$ cat config.mk
export PLATFORM = sky130hd
export DESIGN_NAME = colour_table_fader
export DESIGN_NICKNAME = d
export VERILOG_FILES = /design/src/rtl/colour_table_fader.sv
export SDC_FILE = /design/constraint.sdc
export NUM_CORES = 1
export LEC_CHECK = 0
export BUFFER_PORTS_ARGS = -buffer_cell sky130_fd_sc_hd__clkbuf_2
export CAP_MARGIN = 40
export CORE_UTILIZATION = 56
export DETAILED_ROUTE_END_ITERATION = 7
export PLACE_DENSITY = 0.77
export SETUP_SLACK_MARGIN = 0.4
export SKIP_CTS_REPAIR_TIMING = 1
export SYNTH_ARGS = -nofsm -noshare
export SYNTH_HDL_FRONTEND = slang
export SYNTH_SLANG_ARGS = --single-unit
$ cat constraint.sdc
create_clock -name aclk -period 7.9 [get_ports aclk]
set_input_delay 0.395 -clock aclk [delete_from_list [all_inputs] [get_ports aclk]]
set_output_delay 0.395 -clock aclk [all_outputs]
set_load 0.02 [all_outputs]
$ cat src/rtl/colour_table_fader.sv
// colour_table_fader: AXI-Lite master that fades a run of RGB565 colour
// table entries. Each entry is read, every channel is scaled by a
// brightness factor (256 = unity) and the result is written back. Only one
// entry is in flight at a time.
module colour_table_fader #(
  parameter int ADDR_WIDTH  = 16,
  parameter int DATA_WIDTH  = 16,
  parameter int COUNT_WIDTH = 13
) (
  input  logic                   aclk,
  input  logic                   areset,
  input  logic                   start,
  input  logic [ADDR_WIDTH-1:0]  base_addr,
  input  logic [COUNT_WIDTH-1:0] count,
  input  logic [8:0]             factor,
  output logic                   busy,
  output logic                   done,
  output logic                   error,
  output logic [ADDR_WIDTH-1:0]  m_axil_awaddr,
  output logic [2:0]             m_axil_awprot,
  output logic                   m_axil_awvalid,
  input  logic                   m_axil_awready,
  output logic [DATA_WIDTH-1:0]  m_axil_wdata,
  output logic [1:0]             m_axil_wstrb,
  output logic                   m_axil_wvalid,
  input  logic                   m_axil_wready,
  input  logic                   m_axil_bvalid,
  output logic                   m_axil_bready,
  output logic [ADDR_WIDTH-1:0]  m_axil_araddr,
  output logic [2:0]             m_axil_arprot,
  output logic                   m_axil_arvalid,
  input  logic                   m_axil_arready,
  input  logic [DATA_WIDTH-1:0]  m_axil_rdata,
  input  logic [1:0]             m_axil_rresp,
  input  logic                   m_axil_rvalid,
  output logic                   m_axil_rready
);

  typedef enum logic [2:0] {
    S_IDLE,
    S_AR,
    S_R,
    S_CALC,
    S_WR,
    S_B,
    S_FINISH
  } state_t;

  state_t                 state;
  logic [COUNT_WIDTH-1:0] total;   // entries in this run
  logic [COUNT_WIDTH-1:0] index;   // entry currently being processed
  logic [8:0]             gain;    // clamped factor, 0..256
  logic [DATA_WIDTH-1:0]  pixel;   // entry as read from the table

  // Unprivileged, non-secure data accesses; every write covers the whole entry.
  assign m_axil_awprot = 3'b000;
  assign m_axil_arprot = 3'b000;
  assign m_axil_wstrb  = 2'b11;

  // Channel scaling: (c * f) >> 8. With f <= 256 the result never exceeds c,
  // so truncation to the channel width cannot overflow.
  function automatic logic [4:0] scale5(input logic [4:0] c, input logic [8:0] f);
    return 5'((14'(c) * 14'(f)) >> 8);
  endfunction

  function automatic logic [5:0] scale6(input logic [5:0] c, input logic [8:0] f);
    return 6'((15'(c) * 15'(f)) >> 8);
  endfunction

  function automatic logic [15:0] fade(input logic [15:0] p, input logic [8:0] f);
    return {scale5(p[15:11], f), scale6(p[10:5], f), scale5(p[4:0], f)};
  endfunction

  // Sequencer: start accept, AR -> R -> CALC -> WR -> B per entry, then FINISH.
  always_ff @(posedge aclk or posedge areset) begin
    if (areset) begin
      state          <= S_IDLE;
      total          <= '0;
      index          <= '0;
      gain           <= '0;
      pixel          <= '0;
      busy           <= 1'b0;
      done           <= 1'b0;
      error          <= 1'b0;
      m_axil_araddr  <= '0;
      m_axil_arvalid <= 1'b0;
      m_axil_rready  <= 1'b0;
      m_axil_awaddr  <= '0;
      m_axil_awvalid <= 1'b0;
      m_axil_wdata   <= '0;
      m_axil_wvalid  <= 1'b0;
      m_axil_bready  <= 1'b0;
    end else begin
      // NOTE: non-blocking assignments so every register updates from
      // pre-edge values, independent of statement order in this block.
      done <= 1'b0;
      unique case (state)
        S_IDLE: begin
          if (start) begin
            // The read address register doubles as the running entry pointer.
            m_axil_araddr <= base_addr & ~ADDR_WIDTH'(1);
            total         <= count;
            gain          <= (factor > 9'd256) ? 9'd256 : factor;
            index         <= '0;
            error         <= 1'b0;
            if (count == '0) begin
              state <= S_FINISH;
              done  <= 1'b1;
            end else begin
              state          <= S_AR;
              busy           <= 1'b1;
              m_axil_arvalid <= 1'b1;
            end
          end
        end

        S_AR: begin
          if (m_axil_arready) begin
            m_axil_arvalid <= 1'b0;
            m_axil_rready  <= 1'b1;
            state          <= S_R;
          end
        end

        S_R: begin
          if (m_axil_rvalid) begin
            pixel         <= m_axil_rdata;
            m_axil_rready <= 1'b0;
            // A bad response is recorded but the run carries on regardless.
            if (m_axil_rresp != 2'b00) error <= 1'b1;
            state <= S_CALC;
          end
        end

        S_CALC: begin
          m_axil_wdata   <= fade(pixel, gain);
          m_axil_awaddr  <= m_axil_araddr;
          m_axil_awvalid <= 1'b1;
          m_axil_wvalid  <= 1'b1;
          state          <= S_WR;
        end

        S_WR: begin
          // Each channel drops its valid on its own handshake; the phase ends
          // once both are gone, whether they completed together or apart.
          if (m_axil_awvalid && m_axil_awready) m_axil_awvalid <= 1'b0;
          if (m_axil_wvalid && m_axil_wready) m_axil_wvalid <= 1'b0;
          if ((!m_axil_awvalid || m_axil_awready) && (!m_axil_wvalid || m_axil_wready)) begin
            m_axil_bready <= 1'b1;
            state         <= S_B;
          end
        end

        S_B: begin
          if (m_axil_bvalid) begin
            m_axil_bready <= 1'b0;
            if (COUNT_WIDTH'(index + 1'b1) == total) begin
              state <= S_FINISH;
              busy  <= 1'b0;
              done  <= 1'b1;
            end else begin
              index          <= index + 1'b1;
              m_axil_araddr  <= m_axil_araddr + ADDR_WIDTH'(2);
              m_axil_arvalid <= 1'b1;
              state          <= S_AR;
            end
          end
        end

        S_FINISH: begin
          state <= S_IDLE;
        end

        default: begin
          state <= S_IDLE;
        end
      endcase
    end
  end

endmodule

==> results.toml, run 1 <==
[outcome]
status = "finished clean"

[worst_setup_path]
end_kind = "flip-flop"
cp_max_fo = 17
setup.worst_path.start = "gain[1]"
rr_startpoint = "gain[1]"
crit_required_ns = 8.13
critPathMaxStageDelay_ns = 0.70
arrival_ns = 4.89
crit_path_start_kind = "flip-flop"
path_class = "flip-flop to flip-flop"
critPathSlowestCell = "dfrtp_1"
cp_common_cell = "fa_1"
crit_chain = "and2_1, fa_1, fa_1, inv_1, fa_1, inv_1, ha_1, nand4_1, o211ai_1, o41ai_1, o2111ai_1, a21oi_1, xnor2_1, o21ai_0"

[global_routing]
grt_max_degree = 51
grt_pass1_wl_mm = 33.8
first_global_vias = 7003
grt-ovfl-total = 0
gr-usage-all-layers_pct = 25.7
antenna_found_initial = 0

[sta]
hold-worst-slack_ns = 0.0387
fin_crit_ns = 4.66
finClkSkew_ns = 0.0136
fin_crit_sh_pct = 59.0
fin_setup_tns_ns = 0
max_freq_mhz = 215
finalMaxSlewViolations = 0
finalHoldViolCount = 0
tightest_slew_ns = 0.849
slew_headroom_pct = 43.4
setup_viol = 0
rsz0062_at_grt = "false"

[logic_synthesis]
ys_seq_area_share_pct = 29.7
netlist_area_mm2 = 0.00910
synthTopCellsByArea = "dfrtp_1, fa_1, ha_1"
synth_edf_count = 0
ys_ff_latch = 108
synth.distinct_cells = 58
netlist_instances = 1005
yosysWarnings = 0
synth-async-reset-ratio_pct = 100
synth_ff_type = "dfrtp_1"
syn_avg_cell_area_um2 = 9.05
yosysTopAreaCell = "dfrtp_1"
netlist.area_leader.share_pct = 29.7

[power_and_ir_drop]
p_per_area_mw_per_mm2 = 390
p_leak_nw = 5.05
vdd_drop_max_mv = 0.228
p_total_w = 0.00395

[die]
die_area_mm2 = 0.0168
ioPinCount = 128
die_w_um = 129
die_h_um = 129
rows = 46
start_util_pct = 57.3
core_mm2 = 0.0159

[final_layout]
fillers = 1378
nets = 1277
most-common-layout-cells = "nand2_1, clkbuf_2, dfrtp_1"
regArea_mm2 = 0.00270
drive_gt1_share_pct = 17.1
num_antenna_cells = 0
multi_input_area_mm2 = 0.00577
syn_to_final_growth_pct = 11.4
layout_commonest_cell = "nand2_1"

[drt]
wirelength_mm = 20.2
drtPass1Iterations = 4
vias = 7274
drc = 0
drt_iter0_drc = 375
antenna_left = 0
vias_per_cell = 5.55
wl_per_cell_um = 15.4

[clock_network]
cts_buffers = 9
cts_tree = "done"
clk_pin_slew_ns = 0.09
htreeDepth = 3
cts-root-buf = "clkbuf_16"
clock_sinks = 108
clockBufferDepth = 2
clock_latency_ns = 0.37

[place]
hpwl_mm = 14.8
routabilityCongestion = 0.872
port_buffers = 116

[job]
maxCapViolCount = 0

[worst_hold_path]
hold_path_class = "input pin to asynchronous set/reset pin"
## worst paths after layout
check	to	slack, ns	depth (start not counted)
max in group asynchronous	m_axil_awvalid	6.78	4
min reg2reg	m_axil_wdata[8]	0.49	2
max	m_axil_wdata[15]	3.24	14
min	m_axil_awaddr[5]	0.04	2
min in group aclk	total[2]	0.23	3
max reg2reg	m_axil_wdata[15]	3.24	14
## layout make-up
class                   instances  share of cell area [%]
clock buffers                   9                    2.22
clock inverters                 7                    1.05
inverters                      97                    3.62
multi-input cells             747                    57.0
flip-flops and latches        108                    26.7
well taps                     216                    2.67
repair buffers                126                    6.78
## critical path: cells and delay by family, from the launching register on
family | cells | cell delay (ns)
adder cells (fa/ha/maj) | 4 | 1.85
AO/OA/AOI/OAI | 5 | 1.38
flip-flops | 1 | 0.70
AND/OR/NAND/NOR | 2 | 0.36
XOR/XNOR | 1 | 0.14
buffers and inverters | 2 | 0.10
## kinds of logic (layout without fill, tap and decap cells)
logic type                 count (synthesis)  after routing  synth area share (%)
xor gates and xnor gates                  43             43                  4.29
muxes                                     34             34                  4.18
buffers and inverters                    158            239                  7.21
AOI/OAI and AO/OA                        167            167                  11.5
DFF                                      108            108                  29.7
adders and majority gates                124            124                  22.4
other                                      2             10                0.0826
and+or+nand+nor                          369            369                  20.6
## through the flow
stage	cells	cell area (µm²)	worst slack [ns]	util (%)
after floorplan	1013	9130	3.80	-
after global placement	1290	9740	3.35	61.3
after CTS	1310	10100	3.21	63.8
after global routing	1310	10100	2.93	63.8
final	1310	10100	3.24	63.8
after detailed placement	1294	9800	3.23	61.7
## power breakdown
part	total, W	switching [W]	internal [W]
Clock	0.000497	0.000240	0.000258
Sequential	0.00115	0.000369	0.000779
Combinational	0.00231	0.00132	0.000990
Total	0.00395	0.00192	0.00203
## Yosys cell counts (4+ instances only)
cell type  number
fa_1           65
nand2_1       139
and2_1         97
nor2b_1         5
a31oi_1         6
or2_2           5
dfrtp_1       108
mux2_2         32
o2111ai_1       5
xor2_1         16
ha_1           59
nand3_1        18
nor3_1         17
buf_2           8
a21oi_1        31
clkbuf_1       38
inv_1          97
xnor2_1        26
nand2b_1       11
o211ai_1        4
o41ai_1        11
buf_4          12
nand4_1        10
and3_1         10
o22ai_1         8
o31ai_1        14
o21ai_0        60
a2bb2oi_1       5
nor2_1         37
## registers in the layout, indices dropped and copies added (netlist names), 3 cells and up
signal         flops
total             13
m_axil_wdata      16
pixel             16
m_axil_awaddr     15
m_axil_araddr     15
state              3
index             13
gain               9
## per-layer routing
layer	part of all wire, %	GRT usage (%)
met1	43	33.0
met2	51	44.6
met3	4.3	4.46
met4	1.7	7.80
met5	0	0
(Power assumes the default switching activity.)
==> run 2: changes to the inputs <==
--- a/config.mk
+++ b/config.mk
@@ -5,9 +5,10 @@
 export SDC_FILE = /design/constraint.sdc
 export NUM_CORES = 1
 export LEC_CHECK = 0
+export ABC_AREA = 1
 export BUFFER_PORTS_ARGS = -buffer_cell sky130_fd_sc_hd__clkbuf_2
 export CAP_MARGIN = 40
-export CORE_UTILIZATION = 56
+export CORE_UTILIZATION = 54
 export DETAILED_ROUTE_END_ITERATION = 7
 export PLACE_DENSITY = 0.77
 export SETUP_SLACK_MARGIN = 0.4
==> constraint.sdc (replaced) <==
create_clock -name aclk -period 4 [get_ports aclk]
set_input_delay 0.2 -clock aclk [delete_from_list [all_inputs] [get_ports aclk]]
set_output_delay 0.2 -clock aclk [all_outputs]
set_load 0.02 [all_outputs]
==> run 2 against run 1 <==
  * The run now ends with hold timing left
  * Final cell count up 31%
  * Register-to-register slack worse by 2.9 ns
  * Synthesized cell count up 35%
  * Sequential cell count unchanged
  * Combinational power up 150%
  * Core utilization up 1.8 points
  * Largest cell class unchanged
  * Largest power group unchanged
==> results.toml, run 2 <==
[worst_setup_path]
crit_required_ns = 4.26
end_kind = "flip-flop"
r2r_cells = 18
arrival_ns = 3.91
r2r-end = "m_axil_wdata[7]"
crit_path_start_kind = "flip-flop"
cp_max_fo = 6
path_class = "flip-flop to flip-flop"
r2r_slack_ns = 0.35
rr_startpoint = "gain[3]"

[sta]
tightest_slew_ns = 0.840
setup_viol = 0
finClkSkew_ns = 0.0111
rsz0062_at_grt = "true"
fin_crit_ns = 3.65
fin_crit_sh_pct = 91.3
fin_setup_tns_ns = 0
setup_slack_ns = 0.349
hold-worst-slack_ns = -0.0279
slew_headroom_pct = 43.9
finalHoldViolCount = 45
finalMaxSlewViolations = 0
max_freq_mhz = 274

[final_layout]
num_antenna_cells = 0
fin_cells = 1712
final_area_mm2 = 0.0115
syn_to_final_growth_pct = 17.5
most-common-layout-cells = "nand2_1, inv_1, clkbuf_2"
drive_gt1_share_pct = 20.2
nets = 1670
largest_registers = "m_axil_wdata (16), pixel (16)"
layout_commonest_cell = "nand2_1"

[clock_network]
cts_buffers = 9
cts-root-buf = "clkbuf_16"
clock_latency_ns = 0.37
clock_sinks = 108
htreeDepth = 3
cts_tree = "done"
clk_pin_slew_ns = 0.08
clockBufferDepth = 2

[logic_synthesis]
synth.distinct_cells = 49
yosysWarnings = 0
netlist_instances = 1360
yosysTopAreaCell = "dfrtp_1"
synth_ff_type = "dfrtp_1"
netlist.area_leader.share_pct = 27.7
synth_edf_count = 0
syn_avg_cell_area_um2 = 7.17
ys_ff_latch = 108
post-synth-top-count-cell = "nand2_1"
synth-async-reset-ratio_pct = 100
synthTopCellsByCount = "nand2_1, inv_1, dfrtp_1"
synthTopCellsByArea = "dfrtp_1, nand2_1, fa_1"
netlist_area_mm2 = 0.00975
ys_seq_area_share_pct = 27.7

[outcome]
status = "finished with violations"
violations = "hold timing"

[drt]
drtPass1Iterations = 8
wirelength_mm = 25.4
drc = 0
vias = 9013
drt_iter0_drc = 825
antenna_left = 0
wl_per_cell_um = 14.8
vias_per_cell = 5.26

[place]
place_inst = 1661
place_area_mm2 = 0.0105
port_buffers = 116
hpwl_mm = 17.3
routabilityCongestion = 0.948
dp_slack_ns = 0.0184

[power_and_ir_drop]
vdd_drop_max_mv = 0.353
p_leak_nw = 6.68
p_per_area_mw_per_mm2 = 784

[job]
maxCapViolCount = 0

[die]
die_h_um = 136
die_area_mm2 = 0.0186
die_w_um = 136
start_util_pct = 55.8
ioPinCount = 128
rows = 48
core_mm2 = 0.0175

[global_routing]
first_global_vias = 7974
grt_pass1_wl_mm = 38.3
antenna_found_initial = 0
grt-ovfl-total = 0
grt_max_degree = 62
gr-usage-all-layers_pct = 26.2

[worst_hold_path]
hold_path_class = "input pin to asynchronous set/reset pin"
## run 2: cell count changes after synthesis, sizes merged, moves of 9 or more
| cell | previous run | this run |
|---|---|---|
| nand2 | 139 | 461 |
| o31ai | 14 | 4 |
| nand2b | 11 | 0 |
| mux2 | 32 | 0 |
| xnor2 | 26 | 11 |
| a21oi | 31 | 19 |
| nor2 | 37 | 57 |
| nand4 | 10 | 21 |
| o41ai | 11 | 0 |
| and3 | 10 | 1 |
| nand3 | 20 | 85 |
| clkbuf | 38 | 51 |
| and2 | 97 | 1 |
| inv | 97 | 268 |
## run 2: area by class of cell
class                   count  area, µm²
multi-input cells         922       6050
clock buffers              10        239
well taps                 225        282
clock inverters             6        105
repair buffers            172       1040
flip-flops and latches    108       2730
inverters                 269       1010
fillers                  1469       6020
## run 2: how the worst max path moves through the flow
stage / cells past startpoint / slack (ns) / to / from
6_report: 18 / 0.35 / m_axil_wdata[7] / gain[3]
4_1_cts: 17 / -0.02 / m_axil_wdata[15] / gain[2]
3_3_place_gp: 17 / 0.11 / m_axil_wdata[15] / gain[2]
3_5_place_dp: 17 / 0.02 / m_axil_wdata[15] / gain[2]
2_1_floorplan: 20 / 0.38 / m_axil_wdata[15] / gain[4]
5_1_grt: 18 / 0.16 / m_axil_wdata[8] / gain[3]
## run 2: per-stage QoR
stage | utilization (%) | power (W)
2_1_floorplan | - | 0.00566
5_1_grt | 65.6 | 0.00975
3_5_place_dp | 59.9 | 0.00680
3_3_place_gp | 59.9 | 0.00662
6_report | 65.6 | 0.00899
4_1_cts | 61.8 | 0.00790
## run 2: kinds of logic (layout without fill, tap and decap cells)
kind of cell | count (synthesis) | count (layout) | synth area share (%)
fa+ha+maj | 124 | 124 | 20.9
simple gates | 656 | 656 | 28.4
buf+inv | 338 | 457 | 14.2
other cells | 2 | 10 | 0.0770
flops | 108 | 108 | 27.7
compound gates | 107 | 107 | 6.39
xor+xnor | 25 | 25 | 2.25
## run 2: per-layer routing
layer  share of wire [%]  wire length [µm]  track usage (%)
met1                  44             11300             37.1
met2                  48             12200             42.0
met5                   0                 0                0
met4                 1.9               476             7.84
met3                 5.9              1490             2.91
## run 2: worst max-delay path: stages, from the launching register on
cell      delay (ns)
dfrtp_4         0.54
nand2_1         0.08
inv_1           0.06
fa_1            0.53
inv_1           0.05
fa_1            0.50
fa_1            0.50
inv_1           0.07
ha_4            0.27
inv_2           0.04
o21bai_1        0.17
a31oi_2         0.15
nand2_2         0.12
nand3_2         0.09
nand2_2         0.09
nand2_2         0.06
buf_4           0.12
nand3_1         0.05
nand2_1         0.05
## run 2: where the power goes
group | leakage (nW) | internal [W] | total (W) | switching, W
combinational | 5.16 | 0.00233 | 0.00576 | 0.00343
clock | 0.168 | 0.000581 | 0.00106 | 0.000483
sequential | 1.35 | 0.00153 | 0.00216 | 0.000628
